File: src/rtl/display_scanner_if.sv
// Pin-side bundle of the display scanner: the frame bus and controls coming in,
// the multiplexed 7-segment pins and frame marker going out.
interface display_scanner_if #(
  parameter int DEVICE_WIDTH   = 2,
  parameter int ENCODING_WIDTH = 7
);
  localparam int DEVICE_NUM = 2 ** DEVICE_WIDTH;

  logic [(ENCODING_WIDTH+1)*DEVICE_NUM-1:0] displays_flattened;
  logic                                     enable;
  logic [2:0]                               brightness;
  logic [ENCODING_WIDTH-1:0]                seg_n;
  logic                                     dp_n;
  logic [DEVICE_NUM-1:0]                    an_n;
  logic                                     frame_start;

  modport master (
    output displays_flattened, enable, brightness,
    input  seg_n, dp_n, an_n, frame_start
  );

  modport slave (
    input  displays_flattened, enable, brightness,
    output seg_n, dp_n, an_n, frame_start
  );
endinterface

File: src/rtl/display_scanner.sv
// Time-multiplexed common-anode 7-segment scanner with per-slot blanking guard,
// 8-level brightness and a once-per-frame snapshot of the display bus.

// One digit lane: gates its word onto the shared pins while selected.
module display_scanner_digit #(
  parameter int ENCODING_WIDTH = 7
) (
  input  logic                      sel,
  input  logic [ENCODING_WIDTH:0]   word,
  output logic [ENCODING_WIDTH-1:0] seg,
  output logic                      dot
);
  // word MSB is the dot, active-low on the bus; segments are active-high
  assign seg = sel ? word[ENCODING_WIDTH-1:0] : '0;
  assign dot = sel & ~word[ENCODING_WIDTH];
endmodule

module display_scanner #(
  parameter int DEVICE_WIDTH   = 2,
  parameter int ENCODING_WIDTH = 7,
  parameter int SLOT_CYCLES    = 64,
  parameter int BLANK_CYCLES   = 4,
  parameter int ON_STEP        = 7
) (
  input logic              clk,
  input logic              rst,
  display_scanner_if.slave bus
);
  localparam int DEVICE_NUM = 2 ** DEVICE_WIDTH;
  localparam int WORD_W     = ENCODING_WIDTH + 1;
  localparam int CNT_W      = $clog2(SLOT_CYCLES);
  localparam int LEN_W      = CNT_W + 1;

  typedef enum logic [1:0] {BLANK, ON, OFF} state_t;

  state_t                              state, state_nxt;
  logic [CNT_W-1:0]                    slot_cnt, slot_nxt;
  logic [DEVICE_WIDTH-1:0]             idx, idx_nxt;
  logic [LEN_W-1:0]                    on_len, on_len_nxt, on_len_in, lit_end, slot_ext;
  logic [DEVICE_NUM-1:0][WORD_W-1:0]   snap, snap_nxt;
  logic                                run, run_nxt;
  logic                                snap_ld, fs_nxt;

  logic [DEVICE_NUM-1:0]                     sel;
  logic [DEVICE_NUM-1:0][ENCODING_WIDTH-1:0] seg_lane;
  logic [DEVICE_NUM-1:0]                     dot_lane;
  logic [ENCODING_WIDTH-1:0]                 seg_any;

  logic [ENCODING_WIDTH-1:0] seg_q;
  logic                      dp_q;
  logic [DEVICE_NUM-1:0]     an_q;
  logic                      fs_q;

  assign on_len_in = LEN_W'((int'(bus.brightness) + 1) * ON_STEP);
  assign lit_end   = LEN_W'(BLANK_CYCLES) + on_len_nxt;
  assign slot_ext  = LEN_W'(slot_nxt);
  assign snap_nxt  = snap_ld ? bus.displays_flattened : snap;

  // Counter/sequencing: run=0 means idle (after reset or a disable), and the
  // first enabled edge restarts a fresh frame with a new snapshot.
  always_comb begin
    run_nxt    = run;
    slot_nxt   = slot_cnt;
    idx_nxt    = idx;
    on_len_nxt = on_len;
    snap_ld    = 1'b0;
    fs_nxt     = 1'b0;
    if (!bus.enable) begin
      run_nxt  = 1'b0;
      slot_nxt = '0;
      idx_nxt  = '0;
    end else if (!run) begin
      run_nxt    = 1'b1;
      slot_nxt   = '0;
      idx_nxt    = '0;
      on_len_nxt = on_len_in;
      snap_ld    = 1'b1;
      fs_nxt     = 1'b1;
    end else if (slot_cnt == CNT_W'(SLOT_CYCLES - 1)) begin
      slot_nxt   = '0;
      idx_nxt    = idx + DEVICE_WIDTH'(1);
      on_len_nxt = on_len_in;
      snap_ld    = (idx == '1);
      fs_nxt     = (idx == '1);
    end else begin
      slot_nxt = slot_cnt + CNT_W'(1);
    end
  end

  // Slot FSM evaluated on the next count so the registered pins line up with
  // the state of the cycle they are shown in.
  always_comb begin
    state_nxt = state;
    if (!bus.enable || !run || slot_nxt == '0) begin
      state_nxt = BLANK;
    end else begin
      case (state)
        BLANK:   if (slot_ext >= LEN_W'(BLANK_CYCLES)) state_nxt = ON;
        ON:      if (slot_ext >= lit_end) state_nxt = OFF;
        OFF:     state_nxt = OFF;
        default: state_nxt = BLANK;
      endcase
    end
  end

  always_ff @(posedge clk or negedge rst) begin
    if (!rst) state <= BLANK;
    else      state <= state_nxt;
  end

  assign sel = (state_nxt == ON) ? (DEVICE_NUM'(1) << idx_nxt) : '0;

  for (genvar j = 0; j < DEVICE_NUM; j++) begin : g_digit
    display_scanner_digit #(.ENCODING_WIDTH(ENCODING_WIDTH)) u_digit (
      .sel  (sel[j]),
      .word (snap_nxt[j]),
      .seg  (seg_lane[j]),
      .dot  (dot_lane[j])
    );
  end

  always_comb begin
    seg_any = '0;
    for (int j = 0; j < DEVICE_NUM; j++) seg_any |= seg_lane[j];
  end

  always_ff @(posedge clk or negedge rst) begin
    if (!rst) begin
      slot_cnt <= '0;
      idx      <= '0;
      run      <= 1'b0;
      on_len   <= LEN_W'(ON_STEP);
      snap     <= {DEVICE_NUM{1'b1, {ENCODING_WIDTH{1'b0}}}};
      seg_q    <= '1;
      dp_q     <= 1'b1;
      an_q     <= '1;
      fs_q     <= 1'b0;
    end else begin
      slot_cnt <= slot_nxt;
      idx      <= idx_nxt;
      run      <= run_nxt;
      on_len   <= on_len_nxt;
      snap     <= snap_nxt;
      seg_q    <= ~seg_any;
      dp_q     <= ~(|dot_lane);
      an_q     <= ~sel;
      fs_q     <= fs_nxt;
    end
  end

  assign bus.seg_n       = seg_q;
  assign bus.dp_n        = dp_q;
  assign bus.an_n        = an_q;
  assign bus.frame_start = fs_q;
endmodule

File: src/flat_wrapper.sv
// flat-port wrapper written by rule: the top's interface ports become plain ports
module display_scanner_flat 
#(
  parameter int DEVICE_WIDTH   = 2,
  parameter int ENCODING_WIDTH = 7,
  parameter int SLOT_CYCLES    = 64,
  parameter int BLANK_CYCLES   = 4,
  parameter int ON_STEP        = 7
)
  (clk, rst, bus_displays_flattened, bus_enable, bus_brightness, bus_seg_n, bus_dp_n, bus_an_n, bus_frame_start);
  display_scanner_if #(.DEVICE_WIDTH(DEVICE_WIDTH), .ENCODING_WIDTH(ENCODING_WIDTH)) bus_i ();
  input logic clk;
  input logic rst;
  input wire logic [$bits(bus_i.displays_flattened)-1:0] bus_displays_flattened;
  input wire logic [$bits(bus_i.enable)-1:0] bus_enable;
  input wire logic [$bits(bus_i.brightness)-1:0] bus_brightness;
  output wire logic [$bits(bus_i.seg_n)-1:0] bus_seg_n;
  output wire logic [$bits(bus_i.dp_n)-1:0] bus_dp_n;
  output wire logic [$bits(bus_i.an_n)-1:0] bus_an_n;
  output wire logic [$bits(bus_i.frame_start)-1:0] bus_frame_start;
  assign bus_i.displays_flattened = bus_displays_flattened;
  assign bus_i.enable = bus_enable;
  assign bus_i.brightness = bus_brightness;
  assign bus_seg_n = bus_i.seg_n;
  assign bus_dp_n = bus_i.dp_n;
  assign bus_an_n = bus_i.an_n;
  assign bus_frame_start = bus_i.frame_start;
  display_scanner #(.DEVICE_WIDTH(DEVICE_WIDTH), .ENCODING_WIDTH(ENCODING_WIDTH), .SLOT_CYCLES(SLOT_CYCLES), .BLANK_CYCLES(BLANK_CYCLES), .ON_STEP(ON_STEP)) u_core (.clk(clk), .rst(rst), .bus(bus_i));
endmodule
File: config.mk
export PLATFORM = sky130hd
export DESIGN_NAME = display_scanner_flat
export DESIGN_NICKNAME = d
export VERILOG_FILES = /design/src/rtl/display_scanner_if.sv /design/src/rtl/display_scanner.sv /design/src/flat_wrapper.sv
export SDC_FILE = /design/constraint.sdc
export NUM_CORES = 1
export LEC_CHECK = 0
export CAP_MARGIN = 25
export CORE_ASPECT_RATIO = 0.8
export CORE_UTILIZATION = 58
export DETAILED_ROUTE_END_ITERATION = 7
export PLACE_DENSITY = 0.83
export SLEW_MARGIN = 20
export SYNTH_ARGS = -nofsm -noshare
export SYNTH_HDL_FRONTEND = slang
export SYNTH_HIERARCHICAL = 1
export SYNTH_SLANG_ARGS = --single-unit
File: constraint.sdc
create_clock -name clk -period 6 [get_ports clk]
set_clock_uncertainty 0.15 [all_clocks]
set_input_delay 0.9 -clock clk [delete_from_list [all_inputs] [get_ports clk]]
set_output_delay 0.9 -clock clk [all_outputs]
set_load 0.1 [all_outputs]
=== Yosys cells after proc, flatten, opt, wreduce, memory -nomap -nowiden ===
Cells that the tools add are included.

* Flip-flop bits (word level): 63
* Logic and storage cells: 70
* Input bits: 38
* Output and inout bits: 13

* Reduce and logical (&&, ||, !) cells: 7
* Shift-type cells: 1
* Add/subtract/negate cells: 4
* Eq/ne operators: 5
* Bitwise logic cells: 14
* Multiply operators: 1
* Multiplexer cells: 23
* Magnitude comparators: 2

{| class="wikitable"
|+ Operators by type and width
! kind !! number
|-
| $mux 7 || 7
|-
| $mul 32x4->7 const B || 1
|-
| $mux 32 || 1
|-
| $or 7x7->7 || 3
|-
| $mux 6 || 3
|-
| $mux 2 || 6
|-
| $add 3x7->7 const A || 1
|-
| $ge 6x7->1 || 1
|-
| $not 7->7 || 1
|-
| $add 6x1->6 const B || 1
|-
| $eq 6x6->1 const B || 1
|-
| $ge 6x3->1 const B || 1
|-
| $logic_not 6->1 || 1
|-
| $pmux 2 s3 || 1
|-
| $not 1->1 || 5
|-
| $add 3x1->4 const B || 1
|-
| $and 1x1->1 || 4
|-
| $eq 2x1->1 const B || 2
|-
| $eq 2x2->1 const B || 2
|-
| $mux 1 || 4
|-
| $mux 4 || 1
|-
| $not 4->4 || 1
|-
| $reduce_or 4->1 || 1
|-
| $shl 1x2->4 const A || 1
|-
| 4 further kinds || 6
|}

=== Longest topological paths before layout ===
Gate-level depths: netlist of the first run.

* Word-level depth: 17
* Depth in mapped cells: 18
* Depth with buffers taken out: 18

=== Hierarchy ===
Netlist of the first run, hierarchy kept.

{| class="wikitable"
|+ Modules (own cells, without submodules)
! module !! instances !! cells an instance !! area each (um^2) !! seq. area each (um^2)
|-
| display_scanner || 1 || 238 || 3002.9 || 1600.3
|-
| display_scanner_digit || 4 || 8 || 61.3 || 0.0
|}

=== Worst setup path after synthesis of the first run ===
No wires, ideal clock.

* Path kind: input port to flip-flop
* Start: in bus_brightness[0]
* End: reg u_core.seg_q[0] (netlist: u_core/bus.seg_n[0])
* Setup time: 0.077 ns
* Arrival time: 4.286 ns
* Required time: 5.773 ns
* Setup slack: 1.488 ns
* Path buffers: 0
* Cell stages on the path: 16
* Cells stage by stage: inv_1 > ha_1 > xor2_1 > xnor2_1 > ha_1 > fa_1 > mux2_2 > ha_1 > inv_1 > ha_1 > a31oi_1 > a2bb2oi_1 > a21oi_2 > nor4_1 > and2_2 > nor4_1

{| class="wikitable"
|+ RTL lines
! element !! RTL line !! text
|-
| from (decl) || flat_wrapper.sv:16 || <nowiki>input wire logic [$bits(bus_i.brightness)-1:0] bus_brightness;</nowiki>
|-
| to (signal assigned) || display_scanner.sv:144 || <nowiki>seg_q <= ~seg_any;</nowiki>
|-
| to (decl) || display_scanner.sv:49 || <nowiki>logic [ENCODING_WIDTH-1:0] seg_q;</nowiki>
|}

=== Worst setup path in the final report of the first run ===
* Start: in bus_brightness[0]
* End: reg u_core.dp_q (netlist: u_core/bus.dp_n)

* Cells in the longest elaborated chain, start to end: 15
* Elaborated cells between the ends (all ways): 18
* Those cells by class: 2 x add/sub; 1 x mul; 1 x order compare; 1 x eq/ne; 7 x mux; 5 x bitwise; 1 x reduce/logical

{| class="wikitable"
|+ Ends and longest elaborated chain
! element !! RTL line !! text
|-
| $add 3x1->4 * || display_scanner.sv:54 || <nowiki>assign on_len_in = LEN_W'((int'(bus.brightness) + 1) * ON_STEP);</nowiki>
|-
| $mul 32x4->7 * || display_scanner.sv:54 ||
|-
| $mux 7 || display_scanner.sv:79 || <nowiki>end else if (slot_cnt == CNT_W'(SLOT_CYCLES - 1)) begin</nowiki>
|-
| $mux 7 * || display_scanner.sv:72 || <nowiki>end else if (!run) begin</nowiki>
|-
| $mux 7 * || display_scanner.sv:68 || <nowiki>if (!bus.enable) begin</nowiki>
|-
| $add 3x7->7 * || display_scanner.sv:55 || <nowiki>assign lit_end = LEN_W'(BLANK_CYCLES) + on_len_nxt;</nowiki>
|-
| $ge 6x7->1 * || display_scanner.sv:99 || <nowiki>ON: if (slot_ext >= lit_end) state_nxt = OFF;</nowiki>
|-
| $mux 2 * || display_scanner.sv:99 ||
|-
| $pmux 2 s3 * || display_scanner.sv:97 || <nowiki>case (state)</nowiki>
|-
| $mux 2 * || display_scanner.sv:94 || <nowiki>if (!bus.enable || !run || slot_nxt == '0) begin</nowiki>
|-
| $eq 2x1->1 * || display_scanner.sv:111 || <nowiki>assign sel = (state_nxt == ON) ? (DEVICE_NUM'(1) << idx_nxt) : '0;</nowiki>
|-
| $mux 4 * || display_scanner.sv:111 ||
|-
| named net u_core.sel[3] || display_scanner.sv:44 || <nowiki>logic [DEVICE_NUM-1:0] sel;</nowiki>
|-
| $and 1x1->1 * || display_scanner.sv:15 || <nowiki>assign dot = sel & ~word[ENCODING_WIDTH];</nowiki>
|-
| named net u_core.dot_lane[3] || display_scanner.sv:46 || <nowiki>logic [DEVICE_NUM-1:0] dot_lane;</nowiki>
|-
| $reduce_or 4->1 * || display_scanner.sv:145 || <nowiki>dp_q <= ~(|dot_lane);</nowiki>
|-
| $not 1->1 * || display_scanner.sv:145 ||
|-
| to (signal assigned) || display_scanner.sv:145 ||
|-
| to (decl) || display_scanner.sv:50 || <nowiki>logic dp_q;</nowiki>
|}

The timed path passes the listed nets; every way through them passes the cells marked *.

==> results of run 1 <==
-- placed cells by master, fill, tap and decap left out, types with 2 or more instances in the layout --
cell type	Yosys	layout
nor4_1	12	11
and2_2	28	28
inv_1	9	9
bufinv_16	0	2
or4_1	4	4
dfrtp_1	44	44
o21bai_1	2	2
a31oi_1	3	3
and3_1	4	4
mux2_2	38	38
buf_4	0	4
clkbuf_8	0	11
xor2_1	6	6
and2b_2	4	4
clkdlybuf4s50_1	0	49
nor2_1	11	11
and3_2	2	2
ha_1	17	17
or2_2	3	3
nand2_1	8	8
nor3_1	5	5
buf_2	3	2
nand3_1	10	10
clkbuf_1	0	2
a21oi_1	10	10
dfstp_2	19	19
xnor2_1	8	8
-- final timing paths --
check | from | end | cells past startpoint
worst min register to register | u_core/snap[3] | u_core/snap[3] | 1
worst max register to register | u_core/slot_cnt[0] | u_core/bus.seg_n[5] | 15
worst max-delay path | bus_brightness[0] | u_core/bus.dp_n | 20
min in group asynchronous | rst | u_core/slot_cnt[0] | 2
max in group asynchronous | rst | u_core/slot_cnt[2] | 2
worst min-delay path | u_core/snap[3] | u_core/snap[3] | 1
-- state kept, by name, indices dropped and copies added (netlist names) --
signal                  cells
u_core/idx                  2
u_core/state                2
u_core/slot_cnt             6
u_core/run                  1
u_core/bus.frame_start      1
u_core/bus.dp_n             1
u_core/on_len               7
u_core/bus.an_n             4
u_core/snap                32
u_core/bus.seg_n            7
-- routing by layer --
| layer | up-vias | global-route usage | wire (µm) |
|---|---|---|---|
| met3 | 4 | 0.0714 | 301 |
| li1 | 1079 | - | - |
| met4 | 0 | 0.0792 | 18 |
| met1 | 1062 | 0.297 | 2910 |
| met5 | - | 0 | 0 |
| met2 | 61 | 0.386 | 3080 |
-- worst max-delay path, cell delays in order --
cell and delay [ns]:
clkdlybuf4s50_1 0.55, inv_1 0.09, ha_1 0.35, xnor2_1 0.15, ha_1 0.18, o21bai_1 0.15, ha_1 0.35, a21oi_1 0.12
a21oi_1 0.31, nor2_1 0.13, xnor2_1 0.14, a21oi_1 0.20, ha_1 0.27, a21o_1 0.16, a2bb2oi_1 0.17, a21oi_2 0.11
nor4_1 0.65, buf_2 0.27, and2b_2 0.15, nor4_1 0.04
-- layout make-up --
type | instances | area [µm²] | area share
Inverter | 9 | 33.8 | 0.00831
Tap cell | 75 | 93.8 | 0.0231
Clock buffer | 13 | 159 | 0.0391
Clock inverter | 3 | 65.1 | 0.0160
Multi-Input combinational cell | 191 | 1570 | 0.387
Timing Repair Buffer | 56 | 542 | 0.133
Sequential cell | 63 | 1600 | 0.394
-- report_power, final --
group,leakage (µW),internal (µW),total (µW),switching (µW)
combinational,0.000938,111,217,107
clock,0.000114,256,411,154
sequential,0.000741,480,498,18.0
total,0.00179,847,1130,279
-- stage by stage --
step	cell area (µm²)	setup slack (ns)	utilization
2_1_floorplan	3250	1.49	-
3_3_place_gp	3820	0.177	0.733
3_5_place_dp	3840	0.382	0.737
4_1_cts	4070	0.675	0.780
5_1_grt	4070	0.337	0.780
6_report	4070	0.682	0.780
-- kinds of logic (layout without fill, tap and decap cells) --
group                      Yosys count  count (layout)
AOI/OAI and AO/OA                   24              24
adders and majority gates           18              18
DFF                                 63              63
buffers and inverters               16              81
and+or+nand+nor                     96              96
muxes                               39              39
xor gates and xnor gates            14              14
==> results.json, run 1 <==
{
  "outcome": "finished clean",
  "netlist_area_mm2": 0.00325,
  "start_kind": "primary input",
  "cts_buffers": 9,
  "cts_tree": "done",
  "core_mm2": 0.00521,
  "ys.flop_type": "dfrtp_1",
  "tightest_slew_ns": 0.979,
  "synth-compound-area-share": 0.0501,
  "cp_max_fo": 10,
  "synth-simple-area-share": 0.188,
  "place_hpwl_um": 4550,
  "netlist.area_leader.share": 0.339,
  "clkSinkCount": 63,
  "maxCapViolations": 0,
  "htree_num_levels": 3,
  "worst-r2r-setup-slack_ns": 1.87,
  "total_power_uw": 1130,
  "cp.arrival_ns": 5.44,
  "synth_most_common_cell": "dfrtp_1",
  "hold_path_class": "reg2reg",
  "synthCells": 270,
  "grt_use_total": 0.233,
  "clock_path_buffers": 2,
  "fin_nets": 386,
  "ys_seq_area_frac": 0.493,
  "fin_cells": 410,
  "setup_violations": 0,
  "finalWirelength_um": 6310,
  "async_reset_ff_frac": 1.00,
  "grt_pass1_vias": 2109,
  "power_leakage_uw": 0.00179,
  "syn_area_per_cell_um2": 12.0,
  "pin_count": 51,
  "place.gp.congestion": 0.775,
  "start_util": 0.624,
  "grt_start_max_net_pins": 64,
  "synth_xor_area_frac": 0.0378,
  "ys_seq_elements": 63,
  "insertion_delay_ns": 0.33,
  "power.density_mw_per_mm2": 277,
  "port_buffers": 50,
  "synth_area_leaders": "dfrtp_1, dfstp_2, mux2_2",
  "placed_cells": 394,
  "dieArea_mm2": 0.00591,
  "cts_setup_buffers": 0,
  "rsz0062_at_grt": "no",
  "antenna_found_initial": 0,
  "ir_worst_vdd_uv": 207,
  "drt_iter0_drc": 73,
  "rows": 23,
  "slew-limit-headroom": 0.345,
  "routed_via_density": 5.38,
  "dieHeight_um": 68.9,
  "drive_above_1_share": 0.361,
  "critical_path_class": "in2reg",
  "max_freq_mhz": 188,
  "grt_pass1_wl_um": 10100,
  "synth_cell_types": 41,
  "maxSlewViolCount": 0,
  "wl_per_cell_um": 15.4,
  "diodes": 0,
  "ctsResizeCount": 0,
  "synth_top_family_by_area": "simple AND/OR/NAND/NOR gates",
  "critPathRequiredTime_ns": 6.12,
  "synth_common_cells": "dfrtp_1, mux2_2, and2_2, dfstp_2, ha_1",
  "fillCellCount": 330,
  "detail-route-antenna-nets": 0,
  "first_pass_iters": 4,
  "yosys_warnings": 6,
  "synth-edff-count": 0,
  "min_period_over_period": 0.886,
  "critPathCaptureType": "register",
  "synthMuxAreaShare": 0.135,
  "synthesis.nets": 326,
  "grt-ovfl-total": 0,
  "area_growth_pct": 25.2,
  "yosysTopAreaCell": "dfrtp_1",
  "clk_pin_slew_ns": 0.07,
  "hold_viol_final": 0,
  "fin_setup_tns_ns": 0,
  "num_vias": 2206,
  "synth_fa_ha_area_frac": 0.0716,
  "clockRootBuffer": "clkbuf_8",
  "whs_ns": 0.343,
  "hold_buffers": 0,
  "drc": 0,
  "fin_crit_ns": 5.32,
  "die_w_um": 85.7
}
(Power assumes the default switching activity.)
==> inputs of run 2 (changes only) <==
--- a/config.mk
+++ b/config.mk
@@ -10,7 +10,6 @@
 export CORE_UTILIZATION = 58
 export DETAILED_ROUTE_END_ITERATION = 7
 export PLACE_DENSITY = 0.83
-export SLEW_MARGIN = 20
 export SYNTH_ARGS = -nofsm -noshare
 export SYNTH_HDL_FRONTEND = slang
 export SYNTH_HIERARCHICAL = 1
==> run 2 against run 1 <==
Die area did not move. Critical path depth stayed put. Worst hold slack worse by 0.0026 ns. Clock power hardly changed. Critical endpoint is now u_core/bus.seg_n[0]. Register-to-register slack worse by 0.02 ns.
==> results.json, run 2 (synthesis gave the netlist of run 1 again) <==
{
  "power.share.clock": 0.365,
  "fin_nets": 387,
  "first_pass_iters": 4,
  "clock_path_buffers": 2,
  "setup_violations": 0,
  "grt_start_max_net_pins": 64,
  "place_area_mm2": 0.00383,
  "maxCapViolations": 0,
  "intPower_uw": 848,
  "rows": 23,
  "num_vias": 2205,
  "hold_path_class": "reg2reg",
  "drt_iter0_drc": 121,
  "place_hpwl_um": 4370,
  "finalInstanceArea_mm2": 0.00406,
  "hold_viol_final": 0,
  "ctsResizeCount": 0,
  "cp_max_fo": 10,
  "cts_buffers": 9,
  "final_common_cell": "clkdlybuf4s50_1",
  "start_util": 0.624,
  "drive_above_1_share": 0.360,
  "critPathCaptureType": "register",
  "max_freq_mhz": 184,
  "largest_reg_flops": 32,
  "area_growth_pct": 24.9,
  "ir_worst_vdd_uv": 207,
  "detail-route-antenna-nets": 0,
  "power_frac_seq": 0.441,
  "port_buffers": 50,
  "core_mm2": 0.00521,
  "grt-busiest-layer": "met2",
  "antenna_found_initial": 0,
  "power_leakage_uw": 0.00180,
  "fin_crit_ns": 5.44,
  "tightest_slew_ns": 0.981,
  "slew-limit-headroom": 0.344,
  "grt_pass1_vias": 2161,
  "place.gp.congestion": 0.775,
  "insertion_delay_ns": 0.33,
  "htree_num_levels": 3,
  "start_kind": "primary input",
  "fin_setup_tns_ns": 0,
  "dieArea_mm2": 0.00591,
  "power.density_mw_per_mm2": 278,
  "rsz0062_at_grt": "no",
  "grt_pass1_wl_um": 10200,
  "routed_via_density": 5.36,
  "gr-usage-met3": 0.0762,
  "min_period_over_period": 0.906,
  "finalWirelength_um": 6250,
  "grt_use_met2": 0.386,
  "comb_power_share": 0.195,
  "reg2regPathDepth": 15,
  "critPathRequiredTime_ns": 6.12,
  "grt-ovfl-total": 0,
  "p_switching_uw": 281,
  "dieHeight_um": 68.9,
  "clockRootBuffer": "clkbuf_8",
  "hold-path-cell-count": 1,
  "clk_pin_slew_ns": 0.06,
  "critical_path_class": "in2reg",
  "cts_tree": "done",
  "fillCellCount": 334,
  "final_cell_mix": "clkdlybuf4s50_1, dfrtp_1, mux2_2",
  "wl_per_cell_um": 15.2,
  "outcome": "finished clean",
  "drc": 0,
  "pin_count": 51,
  "cp.arrival_ns": 5.55,
  "diodes": 0,
  "largest-register": "u_core/snap",
  "grt_use_total": 0.234,
  "die_w_um": 85.7,
  "hold_buffers": 0,
  "sw_frac_of_total": 0.249,
  "cts_setup_buffers": 0,
  "use_met1": 0.295,
  "clkSinkCount": 63,
  "maxSlewViolCount": 0
}
## run 2: cell count changes in the layout (fill, tap and decap cells not counted)
cell / before / now
buf_2: 2 / 4
clkdlybuf4s15_2: 1 / 0
nor4_2: 1 / 0
nor4_1: 11 / 12
## run 2: power by group through the flow
stage | sequential (µW) | combinational [µW] | clock [µW]
2_1_floorplan | 503 | 145 | 0
3_3_place_gp | 502 | 207 | 0
3_5_place_dp | 504 | 215 | 0
4_1_cts | 497 | 221 | 422
5_1_grt | 503 | 243 | 439
6_report | 497 | 220 | 412
## run 2: path summary, 6_finish.rpt
path	from	end	slack, ns
max	bus_brightness[0]	u_core/bus.seg_n[0]	0.56
min	u_core/snap[3]	u_core/snap[3]	0.34
max reg2reg	u_core/slot_cnt[0]	u_core/bus.seg_n[0]	1.85
min reg2reg	u_core/snap[3]	u_core/snap[3]	0.34
max in group asynchronous	rst	u_core/snap[19]	4.64
min in group asynchronous	rst	u_core/slot_cnt[0]	0.58
## run 2: critical path: stages
cell	delay, ns
clkdlybuf4s50_1	0.55
inv_1	0.08
ha_1	0.35
xnor2_1	0.15
ha_1	0.18
o21bai_1	0.16
ha_1	0.35
nand3_1	0.12
a21oi_1	0.28
nor2_1	0.13
xnor2_1	0.15
a21oi_1	0.22
ha_1	0.29
a21o_1	0.16
a2bb2oi_1	0.18
a21oi_2	0.11
nor4_1	0.73
buf_2	0.27
and2_2	0.15
nor4_1	0.04
## run 2: cell type report
cell class | instances | area, µm² | area share
sequential | 63 | 1600 | 0.394
multi-input combinational | 191 | 1570 | 0.386
timing repair buffer | 57 | 541 | 0.133
clock buffer | 13 | 159 | 0.0392
tap | 75 | 93.8 | 0.0231
clock inverter | 3 | 65.1 | 0.0160
inverter | 9 | 33.8 | 0.00833
## run 2: routing by layer
metal / part of all wire / routed length (µm) / vias up
met5: 0 / 0 / -
met4: 0.013 / 79 / 0
met3: 0.039 / 242 / 7
met2: 0.48 / 2970 / 47
met1: 0.47 / 2960 / 1073
li1: - / - / 1078
## run 2: per-stage QoR
step	hold slack (ns)	worst slack [ns]	util	total power, µW	std cells
floorplan	0.315	1.49	-	648	270
global placement	0.323	0.177	0.733	709	392
detailed placement	0.330	0.368	0.736	719	395
CTS	0.345	0.631	0.779	1140	411
global route	0.355	0.246	0.779	1180	411
finish	0.341	0.564	0.779	1130	411
